File: src/rtl/usr_pkg.sv
// Shared encodings for the universal shift register: operation modes and FSM states.
package usr_pkg;

  localparam logic [2:0] MODE_HOLD  = 3'b000;
  localparam logic [2:0] MODE_LOAD  = 3'b001;
  localparam logic [2:0] MODE_SHL   = 3'b010;
  localparam logic [2:0] MODE_SHR   = 3'b011;
  localparam logic [2:0] MODE_ROTL  = 3'b100;
  localparam logic [2:0] MODE_ROTR  = 3'b101;
  localparam logic [2:0] MODE_ASR   = 3'b110;
  localparam logic [2:0] MODE_START = 3'b111;

  localparam logic [0:0] ST_IDLE = 1'b0;
  localparam logic [0:0] ST_XFER = 1'b1;

endpackage

File: src/rtl/dff_en_sync.sv
// Single register bit with clock enable and synchronous active-high reset.
module dff_en_sync #(
  parameter logic RESET_BIT = 1'b0
) (
  input  logic clk,
  input  logic rst,
  input  logic en,
  input  logic d,
  output logic q
);

  always_ff @(posedge clk) begin
    if (rst) begin
      q <= RESET_BIT;
    end else if (en) begin
      q <= d;
    end
  end

endmodule

File: src/rtl/universal_shift_register.sv
// WIDTH-bit universal shift register with load/shift/rotate/ASR and an autonomous
// LSB-first serial transfer mode with busy/done handshake.
module universal_shift_register
  import usr_pkg::*;
#(
  parameter int unsigned     WIDTH       = 8,
  parameter logic [WIDTH-1:0] RESET_VALUE = '0
) (
  input  logic             clk,
  input  logic             rst,
  input  logic             en,
  input  logic [2:0]       mode,
  input  logic [WIDTH-1:0] din,
  input  logic             sin,
  output logic [WIDTH-1:0] qout,
  output logic             sout,
  output logic             busy,
  output logic             done
);

  localparam int unsigned CW = $clog2(WIDTH + 1);

  logic [0:0]       state_q, state_d;
  logic [CW-1:0]    cnt_q, cnt_d;
  logic             done_q, done_d;
  logic [WIDTH-1:0] nxt;
  logic             upd;
  logic [WIDTH-1:0] bit_en;

  always_comb begin
    nxt     = qout;
    upd     = 1'b0;
    state_d = state_q;
    cnt_d   = cnt_q;
    done_d  = 1'b0;
    if (state_q == ST_XFER) begin
      nxt   = {sin, qout[WIDTH-1:1]};
      upd   = 1'b1;
      cnt_d = cnt_q - CW'(1);
      if (cnt_q == CW'(1)) begin
        state_d = ST_IDLE;
        done_d  = 1'b1;
      end
    end else if (en) begin
      upd = 1'b1;
      case (mode)
        MODE_LOAD:  nxt = din;
        MODE_SHL:   nxt = {qout[WIDTH-2:0], sin};
        MODE_SHR:   nxt = {sin, qout[WIDTH-1:1]};
        MODE_ROTL:  nxt = {qout[WIDTH-2:0], qout[WIDTH-1]};
        MODE_ROTR:  nxt = {qout[0], qout[WIDTH-1:1]};
        MODE_ASR:   nxt = {qout[WIDTH-1], qout[WIDTH-1:1]};
        MODE_START: begin
          upd     = 1'b0;
          state_d = ST_XFER;
          cnt_d   = CW'(WIDTH);
        end
        default:    upd = 1'b0;
      endcase
    end
  end

  // Only bits whose value actually changes are clocked.
  assign bit_en = upd ? (nxt ^ qout) : '0;

  for (genvar i = 0; i < WIDTH; i++) begin : g_bit
    dff_en_sync #(
      .RESET_BIT(RESET_VALUE[i])
    ) u_cell (
      .clk(clk),
      .rst(rst),
      .en (bit_en[i]),
      .d  (nxt[i]),
      .q  (qout[i])
    );
  end

  always_ff @(posedge clk) begin
    if (rst) begin
      state_q <= ST_IDLE;
      cnt_q   <= '0;
      done_q  <= 1'b0;
    end else begin
      state_q <= state_d;
      cnt_q   <= cnt_d;
      done_q  <= done_d;
    end
  end

  assign sout = qout[0];
  assign busy = (state_q == ST_XFER);
  assign done = done_q;

endmodule

File: config.mk
export PLATFORM = sky130hd
export DESIGN_NAME = universal_shift_register
export DESIGN_NICKNAME = d
export VERILOG_FILES = /design/src/rtl/usr_pkg.sv /design/src/rtl/dff_en_sync.sv /design/src/rtl/universal_shift_register.sv
export SDC_FILE = /design/constraint.sdc
export NUM_CORES = 1
export LEC_CHECK = 0
export CAP_MARGIN = 0
export CELL_PAD_IN_SITES_DETAIL_PLACEMENT = 0
export CELL_PAD_IN_SITES_GLOBAL_PLACEMENT = 2
export CORE_MARGIN = 4
export CORE_UTILIZATION = 25
export DETAILED_ROUTE_END_ITERATION = 10
export DONT_BUFFER_PORTS = 1
export GPL_ROUTABILITY_DRIVEN = 1
export GPL_TIMING_DRIVEN = 0
export PLACE_DENSITY = 0.68
export SLEW_MARGIN = 10
export SYNTH_ARGS = -nofsm -noshare
export SYNTH_HDL_FRONTEND = slang
export SYNTH_SLANG_ARGS = --single-unit
File: constraint.sdc
create_clock -name clk -period 1.6 [get_ports clk]
set_input_delay 0.24 -clock clk [delete_from_list [all_inputs] [get_ports clk]]
set_output_delay 0.24 -clock clk [all_outputs]
set_load 0.03 [all_outputs]
==> run summary, run 1 <==
First-pass GRT wire length: 4580 um
Synthesized flop and latch total: 14
Initial antenna violation count: 0
PortBufs: 0
Clock tree buffer depth: 2
Overall Power: 822 uW
Latest clock arrival within the worst-skew pair: 240 ps
Hold Vio Cnt, Final: 0
Skew final: 0.752 ps
Synth async-reset ratio: 0%
Layout cell share with drive strength beyond 1: 18.8%
Remaining global-route overflow: 0
Die width: 71.8 um
Synth-to-Final Area Change: 10.1%
Peak Freq: 693 MHz
# nets final: 136
Io pins: 26
Clock buffer count from CTS: 3
Die area: 0.00515 mm^2
Top_reg_cell synth: dfxtp_1
Finish-stage setup viols: 0
Row count: 22
Vias per cell: 5.49
Max-slew violation count: 0
GRT Total Usage: 11.4%
CP cell instances: inv_1 > clkbuf_1 > nand2_1 > a32oi_1 > o22ai_1
Synthesized area: 0.00102 mm^2
Vias in the first global route: 873
Slew headroom: 62.8%
Slew @ Worst Pin: 556 ps
Die H: 71.8 um
Placed Cells: 162
Final worst slack: 157 ps
Min Tclk post-route: 1440 ps
Status: finished, final reports clean
Core box area: 0.00380 mm^2
Required @ worst endpoint: 1720 ps
CTS tree: done
Worst Path Arrival: 1560 ps
Area contributors post-synth: dfxtp_1, buf_4, o221ai_1
Synthesized instance count: 114
Detailed-route DRC error count: 0
TNS Setup: 0 ps
Number of routed nets with antenna violations: 0
Max VDD drop: 0.361 mV
Pre-antenna DRT Iters: 4
Seq/Total Area, Yosys: 27.6%
CP Max Fanout: 10
Inserted Diodes: 0
Synth warn: 0
DP Wirelength: 2030 um
Iter 0 DRT Violations: 90
RSZ-0062 raised after global routing: no
Crit path kind: reg -> reg
Pin count of the biggest net entering global routing: 11
Synth Area per Inst: 8.91 um^2
Layout Cells excl Fill: 165
Post-synth EDFFs: 0
Vias: 906
GPL Wtd Cong: 0.805
Period utilization: 90.2%
Max incr delay on CP: 430 ps
Initial cell density of the core: 26.7%
Post CTS Setup Buffer Count: 0
CP Capture Type: register
Routed wire length: 2850 um
CP delay by family, top: buffers and inverters
Pleak: 0.382 nW
Leading area contributor after synthesis: dfxtp_1
Crit path buf inv count: 2
Crit-path slowest cell: clkbuf_1
Clk slew on worst S/H paths: 50 ps
Distinct cells, synth: 37
Clk sink count: 14
Average wire per standard cell: 17.2 um
H-Tree Depth: 1
Root Buffer: clkbuf_8
Synth Net Count: 131
Total of max-cap violations: 0
Top cell type's share of synthesized area: 27.6%
Worst setup SP type: register
Pre-CTS setup slack: -0.265 ps
Power Dens Cells: 735 mW/mm^2
Min-delay worst type: in -> reg
Final core occ: 29.4%
## logic make-up (layout without fill, tap and decap cells)
| logic type | Yosys count | count (layout) | share of synthesized area (%) |
|---|---|---|---|
| AOI/OAI and AO/OA | 29 | 29 | 25.9 |
| adders and majority gates | 2 | 2 | 2.46 |
| xor gates and xnor gates | 2 | 2 | 3.20 |
| muxes | 6 | 6 | 5.91 |
| and+or+nand+nor | 42 | 42 | 23.5 |
| buffers and inverters | 19 | 22 | 11.5 |
| DFF | 14 | 14 | 27.6 |
## worst register-to-register path, stage by stage (launching register included)
cell and delay [ps]:
dfxtp_2 410, inv_1 120, clkbuf_1 430, nand2_1 100, a32oi_1 170, o22ai_1 90
## Yosys cell counts (all sizes together) (2+ instances only)
library cell,count
a21oi,2
nor2b,2
a22oi,2
and2,3
inv,4
nand2,9
nand3,3
o221ai,7
a221oi,5
ha,2
or3,3
clkbuf,4
nor3b,2
mux2i,6
nor2,12
dfxtp,14
a31oi,2
nand4b,6
xnor2,2
buf,11
## area by class of cell
type	count	area [um^2]
multi-input combinational	81	619
buffer	15	101
inverter	4	15.0
sequential	14	282
tap	48	60.1
clock buffer	3	41.3
fill	405	2680
## routing by layer
| metal | global-route usage [%] | share of wire [%] | vias to the layer above |
|---|---|---|---|
| met1 | 14.8 | 45 | 429 |
| met5 | 0 | 0 | - |
| li1 | - | - | 436 |
| met3 | 4.91 | 8.8 | 7 |
| met2 | 17.1 | 45 | 34 |
| met4 | 2.92 | 1.8 | 0 |
## sequential cells by signal (all words and copies together), names as in the netlist
name and count:
g_bit.u_cell.q 8, cnt_q 4, busy 1, done 1
## timing repair
item,in CTS,in global routing
gates resized for setup,1,0
hold buffers,0,0
setup endpoints to repair,1,0
## per-stage QoR
step	area (um^2)	hold WS, ps
3_3_place_gp	1080	453
4_1_cts	1120	202
2_1_floorplan	1020	443
3_5_place_dp	1080	459
5_1_grt	1120	203
6_report	1120	205
## path summary, 6_finish.rpt
path                    startpoint                        endpoint  slack [ps]  cells after the start
max                busy$_SDFF_PP0_  g_bit[7].u_cell.q$_SDFFE_PP0P_         160                      5
min                            sin  g_bit[7].u_cell.q$_SDFFE_PP0P_         210                      2
max reg2reg        busy$_SDFF_PP0_  g_bit[7].u_cell.q$_SDFFE_PP0P_         160                      5
min reg2reg  cnt_q[3]$_SDFFE_PP0P_           cnt_q[3]$_SDFFE_PP0P_         480                      1
## placed cells by master (no fill, tap or decap), types with 2 or more instances in the layout
cell type,netlist,layout
buf_4,10,10
nor2b_1,2,2
ha_1,2,2
inv_1,4,4
a22oi_1,2,2
nor2_1,12,12
a21oi_1,2,2
clkbuf_8,0,3
clkbuf_1,4,4
nand3_1,2,2
a221oi_1,5,5
nand4b_1,6,6
o221ai_1,7,7
nand2_1,9,9
xnor2_2,2,2
and2_1,3,3
or3_1,2,2
mux2i_1,6,6
a31oi_1,2,2
dfxtp_1,14,13
## report_power, final
part	switching (mW)	internal, mW	leakage (nW)
sequential	0.0207	0.361	0.114
combinational	0.0919	0.0624	0.246
clock	0.119	0.167	0.0216
total	0.232	0.590	0.382
No activity file was read; power rests on OpenSTA's default activity.
==> run 2: changes to the inputs <==
- PLACE_DENSITY: 0.68 -> 0.7
- REMOVE_ABC_BUFFERS: default -> 1
- clock period: 1.6 -> 1.31 ns (I/O delays scaled with it)
==> run summary, run 2 (same netlist as run 1, synthesis figures left out) <==
Die H: 71.8 um
Multi-input gate area: 619 um^2
Number of routed nets with antenna violations: 0
Placed Cells: 147
Layout Cells excl Fill: 153
Synth-to-Final Area Change: 3.69%
Remaining global-route overflow: 0
Latest clock arrival within the worst-skew pair: 240 ps
Clk sink count: 14
Most common cell after layout, fill and taps aside: nor2_1
DP Wirelength: 1750 um
Clock buffer count from CTS: 3
Slew @ Worst Pin: 498 ps
Power Dens Cells: 911 mW/mm^2
Status: finished, final reports clean
Io pins: 26
CTS tree: done
Sw power: 254 uW
Max VDD drop: 0.425 mV
Worst setup SP type: register
Initial cell density of the core: 26.7%
GPL Wtd Cong: 0.722
Area post-placement: 975 um^2
Commonest cells after routing, fill and taps aside: nor2_1, nand2_1, o221ai_1, dfxtp_1
First-pass GRT wire length: 4000 um
Comb pwr share: 12.9%
Peak Freq: 822 MHz
Int Power: 707 uW
Inserted Diodes: 0
Vias: 850
CP Max Fanout: 6
Required @ worst endpoint: 1420 ps
Clk slew on worst S/H paths: 60 ps
Sw frac: 26.4%
Pin count of the biggest net entering global routing: 23
Finish-stage setup viols: 0
Final Cell Area: 0.00105 mm^2
TNS Setup: 0 ps
Largest regs: g_bit.u_cell.q: 8 flops, cnt_q: 4 flops
Vias per cell: 5.56
Overall Power: 960 uW
# nets final: 124
Pre-CTS setup slack: -543 ps
Seq pwr share: 50.2%
Layout fillers: 406
Reg area: 292 um^2
Clock tree buffer depth: 2
Worst Path Arrival: 1330 ps
CP Capture Type: register
H-Tree Depth: 1
Die width: 71.8 um
Pleak: 0.334 nW
GRT Total Usage: 9.55%
Skew final: 4.94 ps
Max FFs per register: 8
Crit path kind: reg -> reg
Worst Hold Slack: 20.5 ps
Die area: 0.00515 mm^2
Biggest register: g_bit.u_cell.q
Detailed-route DRC error count: 0
RSZ-0062 raised after global routing: no
Root Buffer: clkbuf_8
Final worst slack: 94.1 ps
Initial antenna violation count: 0
Max incr delay on CP: 460 ps
Min Tclk post-route: 1220 ps
Row count: 22
Max-slew violation count: 0
Layout cell share with drive strength beyond 1: 20.0%
Hold_buf cts: 0
Final core occ: 27.7%
Crit-path slowest cell: dfxtp_1
Period utilization: 92.8%
Clock network power share: 36.8%
Hold Vio Cnt, Final: 0
Core box area: 0.00380 mm^2
Iter 0 DRT Violations: 50
Vias in the first global route: 766
Average wire per standard cell: 16.8 um
PortBufs: 0
Min-delay worst type: in -> reg
Total of max-cap violations: 0
Pre-antenna DRT Iters: 4
Routed wire length: 2580 um
Slew headroom: 66.7%
CP cell instances: mux2i_1 > nor2_1 > a221oi_1 > o221ai_1
run 2: cell count changes in the layout (fill, tap and decap cells not counted), sizes merged:
cell,before,now
clkinvlp,0,1
inv,4,3
clkbuf,7,4
buf,11,2
run 2: area by class of cell:
class | count | share of cell area (%)
tap | 48 | 5.70
inverter | 4 | 1.78
clock buffer | 3 | 3.92
sequential | 14 | 27.7
multi-input combinational | 81 | 58.8
timing repair buffer | 3 | 2.14
run 2: critical path: cells and delay by family, from the launching register on:
family | cells | cell delay, ps
flops | 1 | 460
compound gates | 2 | 360
mux | 1 | 210
simple gates | 1 | 50
run 2: worst paths after layout:
check,slack [ps],to,cells past startpoint,start
setup / recovery,90,g_bit[5].u_cell.q$_SDFFE_PP0P_,4,g_bit[6].u_cell.q$_SDFFE_PP0P_
hold / removal,20,cnt_q[0]$_SDFFE_PP0P_,1,rst
setup reg to reg,90,g_bit[5].u_cell.q$_SDFFE_PP0P_,4,g_bit[6].u_cell.q$_SDFFE_PP0P_
hold reg to reg,490,cnt_q[3]$_SDFFE_PP0P_,1,cnt_q[3]$_SDFFE_PP0P_
run 2: power groups by stage:
| stage | Combinational (mW) | Sequential, mW | Clock (mW) |
|---|---|---|---|
| global route | 0.136 | 0.485 | 0.370 |
| floorplan | 0.0981 | 0.485 | 0 |
| CTS | 0.117 | 0.483 | 0.357 |
| global placement | 0.115 | 0.493 | 0 |
| detailed placement | 0.117 | 0.493 | 0 |
| finish | 0.124 | 0.482 | 0.353 |
run 2: timing repair:
item	CTS	global route
gates cloned	0	0
resized for setup	4	5
endpoints found under the setup margin	13	7
buffers inserted	0	3
pin swaps	0	0
run 2: layer usage:
layer / vias to the layer above / wire length (um) / GRT usage (%)
li1: 412 / - / -
met2: 22 / 1260 / 16.2
met5: - / 0 / 0
met4: 0 / 0 / 0.626
met1: 416 / 1130 / 11.7
met3: 0 / 188 / 4.07
